--- config.mk ---
export PLATFORM = sky130hd
export DESIGN_NAME = lab6_serial_tx_flat
export DESIGN_NICKNAME = d
export VERILOG_FILES = /design/src/rtl/lab6_serial_tx_if.sv /design/src/rtl/lab6_serial_tx.sv /design/src/flat_wrapper.sv
export SDC_FILE = /design/constraint.sdc
export NUM_CORES = 1
export LEC_CHECK = 0
export BUFFER_PORTS_ARGS = -buffer_cell sky130_fd_sc_hd__buf_2
export CORE_MARGIN = 3
export CORE_UTILIZATION = 55
export DETAILED_ROUTE_END_ITERATION = 10
export PLACE_DENSITY = 0.88
export RECOVER_POWER = 50
export SLEW_MARGIN = 10
export SYNTH_ARGS = -nofsm -noshare
export SYNTH_HDL_FRONTEND = slang
export SYNTH_SLANG_ARGS = --single-unit
export TNS_END_PERCENT = 10
--- constraint.sdc ---
create_clock -name clk -period 3.8 [get_ports clk]
set_clock_uncertainty 0.05 [all_clocks]
set_input_delay 0.57 -clock clk [delete_from_list [all_inputs] [get_ports clk]]
set_output_delay 0.57 -clock clk [all_outputs]
set_load 0.1 [all_outputs]
--- src/rtl/lab6_serial_tx_if.sv ---
// Handshake and line-status bundle for lab6_serial_tx: parallel word in, serial line and
// frame status out.
interface lab6_serial_tx_if #(
  parameter int unsigned DATA_W = 8
);
  logic [DATA_W-1:0] tx_data;
  logic              tx_valid;
  logic              tx_ready;
  logic              tx_out;
  logic              tx_busy;
  logic              tx_done;

  // master: stimulus side that offers words and watches the line
  modport master (
    output tx_data,
    output tx_valid,
    input  tx_ready,
    input  tx_out,
    input  tx_busy,
    input  tx_done
  );

  // slave: the transmitter itself
  modport slave (
    input  tx_data,
    input  tx_valid,
    output tx_ready,
    output tx_out,
    output tx_busy,
    output tx_done
  );
endinterface

--- src/rtl/lab6_serial_tx.sv ---
// Framed serial transmitter: start bit (0), DATA_W data bits LSB first, stop bit (1),
// each bit held CLKS_PER_BIT clocks on a registered, idle-high line.
module lab6_serial_tx #(
  parameter int unsigned DATA_W       = 8,
  parameter int unsigned CLKS_PER_BIT = 4
) (
  input logic             clk,
  input logic             rst,
  lab6_serial_tx_if.slave tx
);

  localparam int unsigned CntW = (CLKS_PER_BIT > 1) ? $clog2(CLKS_PER_BIT) : 1;
  localparam int unsigned IdxW = (DATA_W > 1) ? $clog2(DATA_W) : 1;

  localparam logic [CntW-1:0] CntLast = CntW'(CLKS_PER_BIT - 1);
  localparam logic [IdxW-1:0] IdxLast = IdxW'(DATA_W - 1);

  localparam logic [1:0] StIdle  = 2'd0;
  localparam logic [1:0] StStart = 2'd1;
  localparam logic [1:0] StData  = 2'd2;
  localparam logic [1:0] StStop  = 2'd3;

  logic [1:0]        state_q, state_d;
  logic [CntW-1:0]   cnt_q, cnt_d;
  logic [IdxW-1:0]   idx_q, idx_d;
  logic [DATA_W-1:0] shift_q, shift_d;
  logic              out_q, out_d;
  logic              busy_q;
  logic              done_q, done_d;
  logic              bit_end;

  assign bit_end = (cnt_q == CntLast);

  // The line value is computed from the next state so tx_out is a plain flop output.
  always_comb begin
    state_d = state_q;
    cnt_d   = cnt_q;
    idx_d   = idx_q;
    shift_d = shift_q;
    out_d   = out_q;
    done_d  = 1'b0;

    unique case (state_q)
      StIdle: begin
        out_d = 1'b1;
        if (tx.tx_valid) begin
          shift_d = tx.tx_data;
          cnt_d   = '0;
          idx_d   = '0;
          out_d   = 1'b0;
          state_d = StStart;
        end
      end

      StStart: begin
        if (bit_end) begin
          cnt_d   = '0;
          idx_d   = '0;
          out_d   = shift_q[0];
          state_d = StData;
        end else begin
          cnt_d = cnt_q + CntW'(1);
        end
      end

      StData: begin
        if (bit_end) begin
          cnt_d   = '0;
          shift_d = shift_q >> 1;
          if (idx_q == IdxLast) begin
            idx_d   = '0;
            out_d   = 1'b1;
            state_d = StStop;
          end else begin
            idx_d = idx_q + IdxW'(1);
            out_d = shift_d[0];
          end
        end else begin
          cnt_d = cnt_q + CntW'(1);
        end
      end

      StStop: begin
        if (bit_end) begin
          cnt_d   = '0;
          out_d   = 1'b1;
          done_d  = 1'b1;
          state_d = StIdle;
        end else begin
          cnt_d = cnt_q + CntW'(1);
        end
      end

      default: begin
        out_d   = 1'b1;
        state_d = StIdle;
      end
    endcase
  end

  always_ff @(posedge clk) begin
    if (rst) begin
      state_q <= StIdle;
      cnt_q   <= '0;
      idx_q   <= '0;
      shift_q <= '0;
      out_q   <= 1'b1;
      busy_q  <= 1'b0;
      done_q  <= 1'b0;
    end else begin
      state_q <= state_d;
      cnt_q   <= cnt_d;
      idx_q   <= idx_d;
      shift_q <= shift_d;
      out_q   <= out_d;
      busy_q  <= (state_d != StIdle);
      done_q  <= done_d;
    end
  end

  assign tx.tx_ready = (state_q == StIdle);
  assign tx.tx_out   = out_q;
  assign tx.tx_busy  = busy_q;
  assign tx.tx_done  = done_q;

  done_not_busy_a: assert property (@(posedge clk) disable iff (rst) !(done_q && busy_q));
  idle_line_high_a: assert property (@(posedge clk) disable iff (rst)
                                     (state_q == StIdle) |-> out_q);

endmodule
--- src/flat_wrapper.sv ---
// flat-port wrapper written by rule: the top's interface ports become plain ports
module lab6_serial_tx_flat 
#(
  parameter int unsigned DATA_W       = 8,
  parameter int unsigned CLKS_PER_BIT = 4
)
  (clk, rst, tx_tx_data, tx_tx_valid, tx_tx_ready, tx_tx_out, tx_tx_busy, tx_tx_done);
  lab6_serial_tx_if #(.DATA_W(DATA_W)) tx_i ();
  input logic clk;
  input logic rst;
  input wire logic [$bits(tx_i.tx_data)-1:0] tx_tx_data;
  input wire logic [$bits(tx_i.tx_valid)-1:0] tx_tx_valid;
  output wire logic [$bits(tx_i.tx_ready)-1:0] tx_tx_ready;
  output wire logic [$bits(tx_i.tx_out)-1:0] tx_tx_out;
  output wire logic [$bits(tx_i.tx_busy)-1:0] tx_tx_busy;
  output wire logic [$bits(tx_i.tx_done)-1:0] tx_tx_done;
  assign tx_i.tx_data = tx_tx_data;
  assign tx_i.tx_valid = tx_tx_valid;
  assign tx_tx_ready = tx_i.tx_ready;
  assign tx_tx_out = tx_i.tx_out;
  assign tx_tx_busy = tx_i.tx_busy;
  assign tx_tx_done = tx_i.tx_done;
  lab6_serial_tx #(.DATA_W(DATA_W), .CLKS_PER_BIT(CLKS_PER_BIT)) u_core (.clk(clk), .rst(rst), .tx(tx_i));
endmodule
# == After elaboration in Yosys (flattened, before gate mapping) ==
# Index checks and enable logic that the tools add are counted.
# totals
register_bits,18
output_inout_bits,4
ramBits,0
romBits,0
memories,0
latch_bits,0
elab_cells,52
input_bits,11
# classes
mux,24
div,0
eq_ne,9
reduce_logical,9
multipliers,0
n_shift,0
n_lt_le_gt_ge,0
bitwise_logic,1
add_sub_neg,2
# ops
op,count
$mux W8,2
$pmux W8 S2,1
$mux W2,7
$mux W3,4
$pmux W3 S3,1
$pmux W2 S4,1
$eq A2 B2 Y1 const B,3
$mux W1,6
$ne A2 B1 Y1 const B,3
$reduce_and A3 Y1,2
$pmux W1 S4,1
$pmux W2 S2,1
$reduce_and A4 Y1,1
$reduce_bool A2 Y1,2
$add A3 B1 Y3 const B,1
$eq A3 B3 Y1 const B,1
$reduce_bool A3 Y1,1
$reduce_or A3 Y1,1
$add A2 B1 Y2 const B,1
$eq A2 B1 Y1 const B,1
$logic_not A2 Y1,1
$ne A2 B2 Y1 const B,1
$reduce_or A2 Y1,1
$not A1 Y1,1

# == Logic depth before layout (Yosys ltp) ==
# Gate-level depths: netlist (run 1).
# logic_depth
ltp_word,5
ltp_mapped,5
ltp_nobuf,5

# == Least setup slack after synthesis (run 1) ==
# OpenSTA, ideal clock, no wires.
# synth_path
kind,register -> output
start,register u_core.state_q[0]
end,output port tx_tx_ready
required_ns,3.180
n_path_buf,0
path_slack_ns,1.475
stages_incl_launch_ff,2
arrival_time_ns,1.705
cell_sequence,dfxtp_1 nor2_1
# synth_via
elab_chain_len,1
# synth_rtl
item,line,rtl
start: declaration,lab6_serial_tx.sv:23,"logic [1:0] state_q, state_d;"
start signal: assignment,lab6_serial_tx.sv:103,state_q <= StIdle;
start signal: assignment,lab6_serial_tx.sv:111,state_q <= state_d;
$logic_not A2 Y1,lab6_serial_tx.sv:121,assign tx.tx_ready = (state_q == StIdle);
end: declaration,flat_wrapper.sv:13,output wire logic [$bits(tx_i.tx_ready)-1:0] tx_tx_ready;
# No other way between the ends.

# == Worst setup path after layout (run 1) ==
# Same ends and word-level chain as after synthesis.

==> results of run 1 <==
==> cells in the mapped netlist <==
library cell | number | share of area, %
ha_1 | 3 | 4.2
a21oi_1 | 13 | 7.4
nand2b_1 | 2 | 1.4
or3_1 | 2 | 1.4
nand3b_1 | 4 | 3.4
mux2_4 | 1 | 1.7
o21ai_0 | 2 | 1.1
nor3_1 | 1 | 0.57
nand3_1 | 3 | 1.7
dfxtp_1 | 18 | 41
clkbuf_1 | 3 | 1.3
a311oi_1 | 7 | 6.9
buf_4 | 1 | 0.85
o22ai_1 | 1 | 0.71
o211ai_1 | 3 | 2.5
a21o_1 | 1 | 0.85
a31oi_1 | 1 | 0.71
nor3b_1 | 1 | 0.85
nor4_1 | 1 | 0.71
nor2b_1 | 3 | 2.1
nor2_1 | 2 | 0.85
o31ai_1 | 1 | 0.85
mux2i_1 | 8 | 9.1
and3_1 | 1 | 0.71
buf_6 | 1 | 1.3
buf_2 | 3 | 1.7
inv_1 | 1 | 0.42
nand2_1 | 2 | 0.85
a21oi_2 | 3 | 3.0
==> cell families after synthesis <==
| group | count (synthesis) | synth area share, % |
|---|---|---|
| buffers and inverters | 9 | 5.52 |
| AOI/OAI and AO/OA | 32 | 24.1 |
| adders and majority gates | 3 | 4.25 |
| DFF | 18 | 40.8 |
| muxes | 9 | 10.8 |
| and+or+nand+nor | 22 | 14.6 |
==> stage by stage <==
step	total power, W	instance area (um2)	worst slack [ps]
6_report	0.000386	963	1620
5_1_grt	0.000402	963	1530
4_1_cts	0.000389	963	1610
3_5_place_dp	0.000271	927	1960
3_3_place_gp	0.000269	927	2030
2_1_floorplan	0.000259	883	1480
==> registers in the layout (all words and copies together), names as in the netlist <==
name / cells
u_core.cnt_q: 2
u_core.idx_q: 3
u_core.shift_q: 8
u_core.state_q: 2
u_core.tx.tx_busy: 1
u_core.tx.tx_done: 1
u_core.tx.tx_out: 1
==> layout make-up <==
| class | instances | area [um2] | share of cell area (%) |
|---|---|---|---|
| Clock buffer | 4 | 36.3 | 3.77 |
| Inverter | 1 | 3.75 | 0.390 |
| Multi-Input combinational cell | 66 | 474 | 49.2 |
| Sequential cell | 18 | 360 | 37.4 |
| Tap cell | 15 | 18.8 | 1.95 |
| Timing Repair Buffer | 14 | 70.1 | 7.27 |
==> routing by layer <==
metal	share of wire, %	GRT usage (%)	vias up	wire, um
met4	0.76	5.11	0	13
met3	6.8	7.03	2	117
met2	49	26.4	23	841
li1	-	-	374	-
met1	43	22.4	338	748
met5	0	0	-	0
==> cell usage in the layout, fill, tap and decap left out <==
cell	count
buf_2	14
and3_1	1
a21o_1	1
nand3b_1	4
nand3_1	3
o21ai_0	2
ha_1	3
nand2_1	2
inv_1	1
nor2_1	2
clkbuf_4	3
clkbuf_8	1
o22ai_1	1
mux2i_1	8
nor2b_1	3
dfxtp_1	18
nand2b_1	2
or3_1	2
a21oi_1	13
a21oi_2	3
nor4_1	1
o31ai_1	1
nor3b_1	1
a311oi_1	7
a31oi_1	1
o211ai_1	3
nor3_1	1
mux2_4	1
==> worst min-delay path by stage <==
stage | start | endpoint | cells past startpoint | slack [ps]
2_1_floorplan | u_core.shift_q[7] | u_core.shift_q[7] | 2 | 420
3_3_place_gp | u_core.cnt_q[1] | u_core.cnt_q[1] | 2 | 430
3_5_place_dp | u_core.idx_q[1] | u_core.idx_q[1] | 2 | 440
4_1_cts | u_core.idx_q[1] | u_core.idx_q[1] | 2 | 460
5_1_grt | u_core.idx_q[2] | u_core.idx_q[2] | 2 | 490
6_report | u_core.idx_q[1] | u_core.idx_q[1] | 2 | 450
==> power by group <==
part | switching, W | internal (W) | leakage (nW) | total [W]
sequential | 0.00000857 | 0.000199 | 0.148 | 0.000208
combinational | 0.0000395 | 0.0000201 | 0.251 | 0.0000597
clock | 0.0000598 | 0.0000585 | 0.0210 | 0.000118
total | 0.000108 | 0.000278 | 0.420 | 0.000386
==> critical path, cell delays in order, from the launching register on <==
cell and delay, ps:
dfxtp_1 450, nor2_1 320, buf_2 490
==> results.json, run 1 <==
{
  "fp-row-count": 13,
  "synthCells": 93,
  "crit_start": "u_core.state_q[0]",
  "postCtsResizedCells": 0,
  "start_util_pct": 63.1,
  "yosysUniqueCellTypes": 29,
  "cts_setup_buffers": 0,
  "status": "completed",
  "grt_max_degree": 20,
  "crit_arrival_ps": 1560,
  "fp.coreArea_um2": 1400,
  "grt_pass1_wl_um": 2660,
  "grt_pass1_vias": 623,
  "cts_max_level": 1,
  "dp.cells": 114,
  "die_area_um2": 2120,
  "path_class": "reg2out",
  "grt_usage_pct": 17.4,
  "fin_util_pct": 68.9,
  "r2r_end": "u_core.shift_q[2]",
  "syn_nets": 107,
  "crit_end": "tx_tx_ready",
  "port_buffers": 14,
  "r2r_slack_ps": 2220,
  "p_leak_nw": 0.420,
  "final_nets": 118,
  "cts_buffers": 3,
  "slew_viol_final": 0,
  "die_h_um": 46.1,
  "clkSinkCount": 18,
  "maxCapViolations": 0,
  "cts_hold_buffers": 0,
  "startpoint_type": "register",
  "detail-route-antenna-nets": 0,
  "worst_pin_slew_ps": 485,
  "cts_tree": "built",
  "hpwl_um": 1210,
  "holdWs_ps": 454,
  "place.gp.congestion": 0.744,
  "relSlewSlack_pct": 67.9,
  "clock_latency_ps": 300,
  "routed_wl_um": 1720,
  "max_freq_ghz": 0.458,
  "drc": 0,
  "overflow": 0,
  "die_w_um": 46.1,
  "peakVddDrop_uv": 312,
  "io_pins": 15,
  "fill_cells": 108,
  "fin_cells": 118,
  "yosys_warnings": 0,
  "setup_tns_ps": 0,
  "syn_area_um2": 883,
  "synth_seq_area_share_pct": 40.8,
  "yosys_register_bits": 18,
  "rsz0062_at_grt": "no",
  "via_per_inst": 6.25,
  "hold_class": "reg2reg",
  "fin_crit_ps": 2180,
  "firstDrtPassIters": 4,
  "setup_viol_count_final": 0,
  "drive_above_1_share_pct": 21.4,
  "clockRootBuffer": "clkbuf_4",
  "cp-end-kind": "output port",
  "path_clk_slew_ps": 100,
  "required_ps": 3180,
  "post_drt_wl_per_cell_um": 14.6,
  "vias": 737,
  "syn_to_final_growth_pct": 9.07,
  "post_synth.cell_area_avg_um2": 9.50,
  "clock_path_buffers": 2,
  "critPathMaxFanout": 16,
  "antenna_cells": 0,
  "power.density_nw_per_um2": 400,
  "drt-initial-drc-count": 22,
  "fin_crit_sh_pct": 57.4,
  "antenna_found_initial": 0,
  "hold_viol_final": 0,
  "worst-r2r-cell-count": 3,
  "r2r-start": "u_core.state_q[0]"
}
Note: power is estimated with default switching activity, not from simulation.
==> run 2: changes to the inputs <==
- CORE_UTILIZATION: 55 -> 53
- PLACE_DENSITY: 0.88 -> 0.86
- clock period: 3.8 -> 2.1 ns (I/O delays scaled with it)
==> results.json, run 2 (synthesis gave the netlist of run 1 again) <==
{
  "power.density_nw_per_um2": 721,
  "fin_cells": 119,
  "syn_to_final_growth_pct": 8.92,
  "critPathMaxStageDelay_ps": 490,
  "start_util_pct": 57.3,
  "cp-end-kind": "output port",
  "required_ps": 1740,
  "die_h_um": 46.8,
  "grt_max_degree": 20,
  "startpoint_type": "register",
  "peakVddDrop_uv": 486,
  "fill_cells": 147,
  "path_class": "reg2out",
  "fin_crit_sh_pct": 92.1,
  "die_area_um2": 2190,
  "cts_setup_buffers": 0,
  "clock_latency_ps": 290,
  "fin_crit_ps": 1930,
  "grt_pass1_vias": 646,
  "hold_class": "in2reg",
  "p_leak_nw": 0.413,
  "drt-initial-drc-count": 14,
  "port_buffers": 14,
  "worstPathCellList": "nor2_1 -> buf_2",
  "clkSinkCount": 18,
  "final_cell_mix": "dfxtp_1 (18), a21oi_1 (13), buf_2 (11)",
  "path_clk_slew_ps": 100,
  "crit_path_top_delay_cell": "buf_2",
  "dp.cells": 115,
  "largestRegisters": "u_core.shift_q: 8 flops, u_core.idx_q: 3 flops",
  "routed_wl_um": 1680,
  "fp-row-count": 14,
  "hold_viol_final": 0,
  "cts_max_level": 1,
  "die_w_um": 46.8,
  "cts_tree": "built",
  "drive_above_1_share_pct": 19.4,
  "firstDrtPassIters": 4,
  "maxCapViolations": 0,
  "clock_path_buffers": 2,
  "fp.coreArea_um2": 1540,
  "postCtsResizedCells": 0,
  "dp_worst_setup_slack_ps": 466,
  "grt_pass1_wl_um": 2780,
  "via_per_inst": 6.17,
  "overflow": 0,
  "rsz0062_at_grt": "no",
  "antenna_found_initial": 0,
  "status": "completed",
  "clockRootBuffer": "clkbuf_4",
  "mostFrequentLayoutCell": "dfxtp_1",
  "io_pins": 15,
  "antenna_cells": 0,
  "vias": 734,
  "crit_arrival_ps": 1570,
  "post_drt_wl_per_cell_um": 14.1,
  "hpwl_um": 1120,
  "critPathMaxFanout": 15,
  "cts_buffers": 3,
  "place.gp.congestion": 0.747,
  "setup_tns_ps": 0,
  "max_freq_ghz": 0.517,
  "drc": 0,
  "relSlewSlack_pct": 23.2,
  "cts_hold_buffers": 0,
  "final_nets": 118,
  "detail-route-antenna-nets": 0,
  "largest-register": "u_core.shift_q",
  "worst_pin_slew_ps": 1160,
  "setup_ws_ps": 165,
  "largest_register_ffs": 8,
  "grt_usage_pct": 17.6,
  "setup_viol_count_final": 0,
  "slew_viol_final": 0
}
run 2: cell count changes in the layout (fill, tap and decap cells not counted):
cell,before,now
clkbuf_1,0,2
clkbuf_2,0,1
buf_2,14,11
run 2: cell type report:
type	instances	area, um2	share of cell area, %
clock buffers	4	36.3	3.77
inverters	1	3.75	0.390
multi-input cells	66	474	49.3
flip-flops and latches	18	360	37.5
well taps	16	20.0	2.08
repair buffers	14	67.6	7.02
run 2: power breakdown:
part           internal, W  switching, W
clock             0.000106      0.000106
combinational    0.0000359     0.0000708
sequential        0.000360     0.0000157
run 2: metal layers:
layer / track usage [%] / part of all wire (%) / up-vias
met5: 0 / 0 / -
met4: 8.29 / 1.4 / 0
met3: 4.60 / 3.8 / 4
met2: 25.7 / 42 / 12
met1: 24.0 / 53 / 346
li1: - / - / 372
run 2: final timing paths:
| kind | from | endpoint | slack, ps | cells past startpoint |
|---|---|---|---|---|
| worst max register to register | u_core.state_q[1] | u_core.shift_q[0] | 480 | 3 |
| worst max-delay path | u_core.state_q[1] | tx_tx_ready | 170 | 2 |
| worst min register to register | u_core.cnt_q[1] | u_core.cnt_q[1] | 450 | 2 |
| worst min-delay path | tx_tx_data[3] | u_core.shift_q[3] | 320 | 3 |
run 2: worst max-delay path: cells and delay by family (launching register included):
family / cells / cell delay, ps
flops: 1 / 460
simple gates: 1 / 330
buf+inv: 1 / 490
run 2: metrics by stage:
stage,utilization (%),area [um2],power [W],hold slack [ps]
global route,62.4,962,0.000727,338
finish,62.4,962,0.000694,317
CTS,62.7,967,0.000702,313
detailed placement,60.4,931,0.000491,433
global placement,60.4,931,0.000488,425
floorplan,-,886,0.000469,416
